## config.mk

```make
export PLATFORM = sky130hd
export DESIGN_NAME = mem_req_initiator
export DESIGN_NICKNAME = d
export VERILOG_FILES = /design/src/rtl/mem_req_initiator.sv
export SDC_FILE = /design/constraint.sdc
export NUM_CORES = 1
export LEC_CHECK = 0
export CAP_MARGIN = 5
export CORE_UTILIZATION = 40
export DETAILED_ROUTE_END_ITERATION = 7
export PLACE_DENSITY = 0.67
export SLEW_MARGIN = 20
export SYNTH_ARGS = -nofsm -noshare
export SYNTH_HDL_FRONTEND = slang
export SYNTH_SLANG_ARGS = --single-unit
```

## constraint.sdc

```tcl
create_clock -name clk -period 3.8 [get_ports clk]
set_clock_uncertainty 0.05 [all_clocks]
set_input_delay 0.76 -clock clk [delete_from_list [all_inputs] [get_ports clk]]
set_output_delay 0.76 -clock clk [all_outputs]
set_load 0.02 [all_outputs]
```

## src/rtl/mem_req_initiator.sv

```systemverilog
// Single-outstanding memory request initiator fed by a QDEPTH-entry request FIFO.
// Define MEM_TIMEOUT_EN to abort a BUSY transaction after TIMEOUT_CYCLES without mem_resp.
module mem_req_initiator #(
    parameter int QDEPTH         = 2,
    parameter int TIMEOUT_CYCLES = 1024
) (
    input  logic        clk,
    input  logic        rst,
    input  logic        req_valid,
    output logic        req_ready,
    input  logic        req_we,
    input  logic [31:0] req_addr,
    input  logic [3:0]  req_wmask,
    input  logic [31:0] req_wdata,
    output logic        rsp_valid,
    output logic [31:0] rsp_rdata,
    output logic        rsp_err,
    output logic [31:0] mem_addr,
    output logic        mem_read,
    output logic        mem_write,
    output logic [3:0]  mem_wmask,
    output logic [31:0] mem_wdata,
    input  logic [31:0] mem_rdata,
    input  logic        mem_resp,
    input  logic        mem_error
);
    localparam int PW = (QDEPTH > 1) ? $clog2(QDEPTH) : 1;
    localparam int CW = PW + 1;

    // Only the word address is kept; byte offset bits never reach memory.
    typedef struct packed {
        logic        we;
        logic [29:0] waddr;
        logic [3:0]  wmask;
        logic [31:0] wdata;
    } req_t;

    typedef enum logic {IDLE, BUSY} state_t;

    state_t        state_q, state_d;
    logic          ready_en_q, ready_en_d;
    logic [PW-1:0] wr_ptr_q, wr_ptr_d;
    logic [PW-1:0] rd_ptr_q, rd_ptr_d;
    logic [CW-1:0] count_q, count_d;
    req_t          fifo_q [QDEPTH];
    req_t          issue_q, issue_d;
    req_t          push_entry;
    logic          rsp_valid_q, rsp_valid_d;
    logic [31:0]   rsp_rdata_q, rsp_rdata_d;
    logic          rsp_err_q, rsp_err_d;
    logic          push, pop, busy, tmo_hit;
    logic          unused_addr_lsb;

    assign unused_addr_lsb = ^req_addr[1:0];

    // ready_en_q keeps req_ready low during reset and for the release edge.
    assign req_ready  = ready_en_q & (count_q < CW'(QDEPTH));
    assign push       = req_valid & req_ready;
    assign pop        = (state_q == IDLE) & (count_q != '0);
    assign busy       = (state_q == BUSY);
    assign push_entry = '{we: req_we, waddr: req_addr[31:2], wmask: req_wmask, wdata: req_wdata};

`ifdef MEM_TIMEOUT_EN
    localparam int TW = $clog2(TIMEOUT_CYCLES + 1);

    logic [TW-1:0] tmo_cnt_q, tmo_cnt_d;

    // Held at zero in IDLE so every BUSY entry starts a fresh count.
    always_comb tmo_cnt_d = busy ? tmo_cnt_q + TW'(1) : '0;

    assign tmo_hit = busy && (tmo_cnt_q == TW'(TIMEOUT_CYCLES - 1));

    always_ff @(posedge clk or negedge rst) begin
        if (!rst) tmo_cnt_q <= '0;
        else      tmo_cnt_q <= tmo_cnt_d;
    end
`else
    logic unused_tmo_cfg;

    assign tmo_hit        = 1'b0;
    assign unused_tmo_cfg = (TIMEOUT_CYCLES == 0);
`endif

    always_comb begin
        ready_en_d = 1'b1;
        wr_ptr_d   = wr_ptr_q + PW'(push);
        rd_ptr_d   = rd_ptr_q + PW'(pop);
        count_d    = count_q + CW'(push) - CW'(pop);
    end

    always_comb begin
        state_d     = state_q;
        issue_d     = issue_q;
        rsp_valid_d = 1'b0;
        rsp_rdata_d = '0;
        rsp_err_d   = 1'b0;
        case (state_q)
            IDLE: begin
                if (pop) begin
                    issue_d = fifo_q[rd_ptr_q];
                    state_d = BUSY;
                end
            end
            BUSY: begin
                if (mem_resp) begin
                    rsp_valid_d = 1'b1;
                    rsp_rdata_d = issue_q.we ? '0 : mem_rdata;
                    rsp_err_d   = mem_error;
                    state_d     = IDLE;
                end else if (tmo_hit) begin
                    rsp_valid_d = 1'b1;
                    rsp_err_d   = 1'b1;
                    state_d     = IDLE;
                end
            end
            default: state_d = IDLE;
        endcase
    end

    always_ff @(posedge clk or negedge rst) begin
        if (!rst) begin
            state_q     <= IDLE;
            ready_en_q  <= 1'b0;
            wr_ptr_q    <= '0;
            rd_ptr_q    <= '0;
            count_q     <= '0;
            issue_q     <= '0;
            rsp_valid_q <= 1'b0;
            rsp_rdata_q <= '0;
            rsp_err_q   <= 1'b0;
        end else begin
            state_q     <= state_d;
            ready_en_q  <= ready_en_d;
            wr_ptr_q    <= wr_ptr_d;
            rd_ptr_q    <= rd_ptr_d;
            count_q     <= count_d;
            issue_q     <= issue_d;
            rsp_valid_q <= rsp_valid_d;
            rsp_rdata_q <= rsp_rdata_d;
            rsp_err_q   <= rsp_err_d;
        end
    end

    // Payload storage needs no reset: occupancy is tracked by count_q.
    always_ff @(posedge clk) begin
        if (push) fifo_q[wr_ptr_q] <= push_entry;
    end

    assign rsp_valid = rsp_valid_q;
    assign rsp_rdata = rsp_rdata_q;
    assign rsp_err   = rsp_err_q;

    // Strobes fall combinationally in the mem_resp cycle so memory never sees a repeat.
    assign mem_read  = busy & ~issue_q.we & ~mem_resp;
    assign mem_write = busy &  issue_q.we & ~mem_resp;
    assign mem_addr  = busy ? {issue_q.waddr, 2'b00} : '0;
    assign mem_wmask = (busy & issue_q.we) ? issue_q.wmask : '0;
    assign mem_wdata = (busy & issue_q.we) ? issue_q.wdata : '0;

endmodule

```

==> out/metrics.yaml, run 1 <==
setup_path:
  critical_path_cell_count: 4
  r2r_cells: 6
  crit_buf_inv: 2
  slowest_delay_ps: 700
  cp-end-kind: "output pin"
  arrival_ps: 2500
  worst_path_dominant_cell_family: "buffers and inverters"
  critPathSlowestCell: "dfrtp_2"
  crit_required_ps: 2990
  critPathLaunchType: "flop"
  cp_max_fo: 35
  crit_chain: "buf_4, nand2b_1, nor2_1, clkdlybuf4s50_1"
  path_class: "reg2out"
sta:
  fin_hold_ws_ps: 197.0
  fin_tns_setup_ps: 0
  finalHoldViolCount: 0
  worst_slew_pin_slew_ps: 925.2
  period_needed_ps: 3306
  slew_violations: 0
  timing.fmax_mhz: 302.5
  maxSlewHeadroom_pct: 38.32
  setup_viol: 0
  rsz0062_at_grt: "no"
  min_period_over_period_pct: 87.00
finish:
  fin_util_pct: 55.62
  synthToLayoutAreaGrowth_pct: 35.66
  nFillCells: 1802
  drive_gt1_share_pct: 6.884
  final_net_count: 917
  diodes: 0
synth:
  synthDistinctLibCells: 23
  syn_area_um2: 8976
  syn_inst: 605
  synth_flop_cell: "edfxtp_1"
  ys_seq_area_share_pct: 74.66
  synth.area.top_cells: "edfxtp_1 (45%), dfrtp_1 (30%), mux2i_1 (7.5%)"
  netlist.area_leader.share_pct: 44.83
  async_flop_share_pct: 44.40
  yosys.area.top_type: "edfxtp_1"
  synth_seq_cells: 241
  synth_edf_count: 134
  synth_area_per_cell_um2: 14.84
  ys.warnings.count: 0
place:
  gp_congestion: 0.7071
  io_buffers: 206
  dpl.hpwl_um: 11480
clocking:
  clkTransAtPathRegs_ps: 60
  htreeDepth: 1
  cts_buffer_depth: 3
  cts_resized: 0
  insertion_delay_ps: 520
  root_buffer: "clkbuf_16"
  cts_hold_buf: 0
  cts.sinks: 241
  cts_setup_buffers: 0
  cts_tree: "built"
  numCtsBuffers: 26
die:
  design.portCount: 211
  rows: 54
  dieArea_um2: 23040
  core_um2: 21890
  die_width_um: 151.8
  start_util_pct: 41.00
  die_h_um: 151.8
route:
  dr_total_vias: 5202
  wire_per_inst_um: 16.66
  dr.first_iter.drc_count: 257
  drt-vias-per-instance: 4.695
  ant_nets: 0
  drt-total-wl_um: 18460
  dr.pass1.iters: 4
  drc: 0
grt:
  grt_pass1_vias: 5328
  grt_max_degree: 109
  grt_first_pass_wirelength_um: 30080
  grt_usage_pct: 16.37
  antenna_found_initial: 2
  grt-ovfl-total: 0
pwr:
  power.density_nw_per_um2: 753.9
  leakagePower_uw: 0.004958
  ir_worst_vdd_v: 0.0003461
run:
  maxCapViolations: 0
hold_path:
  min_path_type: "in2async"
status:
  status: "complete, no violations"
==> path summary, 6_finish.rpt <==
kind                                to        from  slack (ps)
hold / removal             issue_q[41]         rst         200
max in group asynchronous  issue_q[11]         rst        2730
setup reg to reg            count_q[1]        busy        1220
hold reg to reg             issue_q[5]  issue_q[5]         420
min in group clk            issue_q[5]  issue_q[5]         420
setup / recovery              mem_read        busy         490
==> metrics by stage <==
stage	cells	worst slack (ps)	power [uW]	area, um2
finish	1108	494.0	9180	12180
global route	1108	323.7	9751	12180
CTS	1108	433.8	9335	12180
detailed placement	1061	833.0	6715	11290
global placement	1061	863.8	6643	11290
floorplan	606	675.0	5594	8980
==> cell usage in the layout (no fill, tap or decap), types with 4 or more instances in the layout <==
| master | synthesis | layout |
|---|---|---|
| nand2_1 | 70 | 70 |
| clkbuf_16 | 0 | 29 |
| buf_4 | 5 | 6 |
| and2_1 | 65 | 65 |
| o21ai_1 | 30 | 30 |
| edfxtp_1 | 134 | 134 |
| dfrtp_1 | 107 | 105 |
| clkdlybuf4s50_1 | 0 | 205 |
| and3_1 | 38 | 37 |
| mux2i_1 | 67 | 67 |
| clkinv_2 | 0 | 9 |
| o21ai_0 | 37 | 37 |
| buf_12 | 0 | 4 |
==> kinds of logic after synthesis <==
kind of cell	share of synthesized area (%)
mux	7.471
compound gates	4.015
other cells	0.08367
fa+ha+maj	0.2787
simple gates	10.45
xor+xnor	0.2928
flops	74.66
buf+inv	2.746
==> power by group <==
part           switching, uW  internal, uW  total (uW)
combinational           1480          1300        2780
sequential               430          3400        3830
clock                    999          1580        2570
total                   2910          6270        9180
==> layer usage <==
layer | GRT usage [%] | vias to the layer above | share of wire [%]
met1 | 21.74 | 2470 | 44
met3 | 4.392 | 39 | 6.4
met4 | 4.429 | 4 | 2.1
met5 | 0 | - | 0.13
met2 | 26.54 | 154 | 48
li1 | - | 2535 | -
==> state kept, by name, summed over array words and instances, names as in the netlist <==
register    flops
busy            1
count_q         2
fifo_q        134
issue_q        67
rd_ptr_q        1
ready_en_q      1
rsp_err         1
rsp_rdata      32
rsp_valid       1
wr_ptr_q        1
==> Yosys cell counts (3+ instances only) <==
| cell type | n |
|---|---|
| nand2_1 | 70 |
| xnor2_1 | 3 |
| clkbuf_1 | 14 |
| and2_1 | 65 |
| buf_2 | 8 |
| o21ai_1 | 30 |
| o21ai_0 | 37 |
| edfxtp_1 | 134 |
| clkbuf_2 | 6 |
| mux2i_1 | 67 |
| buf_6 | 7 |
| and3_1 | 38 |
| nor2_1 | 3 |
| dfrtp_1 | 107 |
| buf_4 | 5 |
==> final cells by class <==
class                   instances  area (um2)  share of cell area, %
clock buffers                  32       737.0                  6.052
clock inverters                15       148.9                  1.223
inverters                       2       7.507                0.06165
multi-input cells             323        2049                  16.83
flip-flops and latches        241        6706                  55.08
well taps                     280       350.3                  2.877
repair buffers                215        2177                  17.88
Power figures use the tool's default switching activity.
==> inputs of run 2 (changes only) <==
--- a/config.mk
+++ b/config.mk
@@ -6,9 +6,9 @@
 export NUM_CORES = 1
 export LEC_CHECK = 0
 export CAP_MARGIN = 5
-export CORE_UTILIZATION = 40
+export CORE_UTILIZATION = 50
 export DETAILED_ROUTE_END_ITERATION = 7
-export PLACE_DENSITY = 0.67
+export PLACE_DENSITY = 0.81
 export SLEW_MARGIN = 20
 export SYNTH_ARGS = -nofsm -noshare
 export SYNTH_HDL_FRONTEND = slang
==> out/metrics.yaml, run 2 (synthesis gave the netlist of run 1 again) <==
setup_path:
  arrival_ps: 2570
  crit_required_ps: 2990
  critPathLaunchType: "flop"
  cp_max_fo: 52
  path_class: "reg2out"
  cp-end-kind: "output pin"
route:
  drt-vias-per-instance: 5.053
  dr.first_iter.drc_count: 240
  drc: 0
  wire_per_inst_um: 17.26
  dr_total_vias: 5306
  dr.pass1.iters: 4
  drt-total-wl_um: 18120
  ant_nets: 0
sta:
  rsz0062_at_grt: "no"
  fin_ws_ps: 416.8
  slew_violations: 0
  period_needed_ps: 3383
  maxSlewHeadroom_pct: 33.80
  worst_slew_pin_slew_ps: 993.0
  min_period_over_period_pct: 89.03
  fin_tns_setup_ps: 0
  timing.fmax_mhz: 295.6
  finalHoldViolCount: 0
  setup_viol: 0
finish:
  final_cell_mix: "clkdlybuf4s50_1 (205), edfxtp_1 (134), dfrtp_1 (105), nand2_1 (70), mux2i_1 (67)"
  largest_register: "fifo_q"
  synthToLayoutAreaGrowth_pct: 33.13
  nFillCells: 1178
  drive_gt1_share_pct: 5.818
  diodes: 0
  largest_reg_flops: 134
  final_net_count: 915
  fin_area_um2: 11950
  final_common_cell: "clkdlybuf4s50_1"
clocking:
  cts_resized: 0
  htreeDepth: 1
  cts_setup_buffers: 0
  cts_tree: "built"
  cts_hold_buf: 0
  numCtsBuffers: 24
  cts_buffer_depth: 3
  root_buffer: "clkbuf_16"
  cts.sinks: 241
  clkTransAtPathRegs_ps: 60
  insertion_delay_ps: 500
grt:
  grt_first_pass_wirelength_um: 28390
  grt_max_degree: 69
  grt-ovfl-total: 0
  grt_usage_pct: 19.97
  antenna_found_initial: 1
  grt_pass1_vias: 5571
hold_path:
  min_path_type: "in2async"
die:
  design.portCount: 211
  dieArea_um2: 18490
  start_util_pct: 51.54
  die_width_um: 136.0
  die_h_um: 136.0
  core_um2: 17420
  rows: 48
pwr:
  power.density_nw_per_um2: 737.8
  ir_worst_vdd_v: 0.0003839
  leakagePower_uw: 0.004868
  finalPower_uw: 8817
place:
  dpl-instance-area_um2: 11200
  gp_congestion: 0.7384
  dp_slack_ps: 795.9
  io_buffers: 206
  dpl.hpwl_um: 11410
status:
  status: "complete, no violations"
run:
  maxCapViolations: 0
run 2: cell types whose count changed in the layout (fill, tap and decap cells not counted), moves of 3 or more:
cell	previous run	this run
clkinv_2	9	2
clkbuf_1	3	10
clkbuf_16	29	25
clkbuf_8	0	5
bufinv_16	3	0
run 2: path summary, 6_finish.rpt:
path	start	to	slack, ps	cells after the start
worst max register to register	busy	issue_q[7]	1510	4
worst min register to register	issue_q[27]	issue_q[27]	420	2
worst min-delay path	rst	rsp_rdata[1]	270	1
worst max-delay path	busy	mem_wdata[15]	420	3
min in group clk	issue_q[27]	issue_q[27]	420	2
max in group asynchronous	rst	rsp_err	2640	2
run 2: cell type report:
cell class | count | area (um2) | area share, %
well taps | 225 | 281.5 | 2.356
inverters | 2 | 7.507 | 0.06282
repair buffers | 215 | 2152 | 18.01
flip-flops and latches | 241 | 6706 | 56.12
clock buffers | 40 | 732.0 | 6.125
clock inverters | 4 | 21.27 | 0.1780
multi-input cells | 323 | 2049 | 17.15
run 2: stage by stage:
step           std cells  util, %  hold WS [ps]
2_1_floorplan        606        -         392.9
3_3_place_gp        1006    64.29         404.2
3_5_place_dp        1006    64.29         413.9
4_1_cts             1050    68.61         288.4
5_1_grt             1050    68.61         315.7
6_report            1050    68.61         272.5
run 2: layer usage:
layer | wire length (um) | GRT usage (%)
met1 | 7417 | 24.76
met2 | 9311 | 35.94
met3 | 1119 | 3.468
met4 | 260 | 5.432
met5 | 11 | 0
run 2: where the power goes:
group	internal [uW]	switching [uW]	leakage, uW
sequential	3400	437	0.00258
combinational	1270	1510	0.00193
clock	1310	892	0.000365
total	5980	2840	0.00487
run 2: critical path: stages, from the launching register on:
cell and delay [ps]:
dfrtp_2 900, buf_4 340, and3_1 200, clkdlybuf4s50_1 610
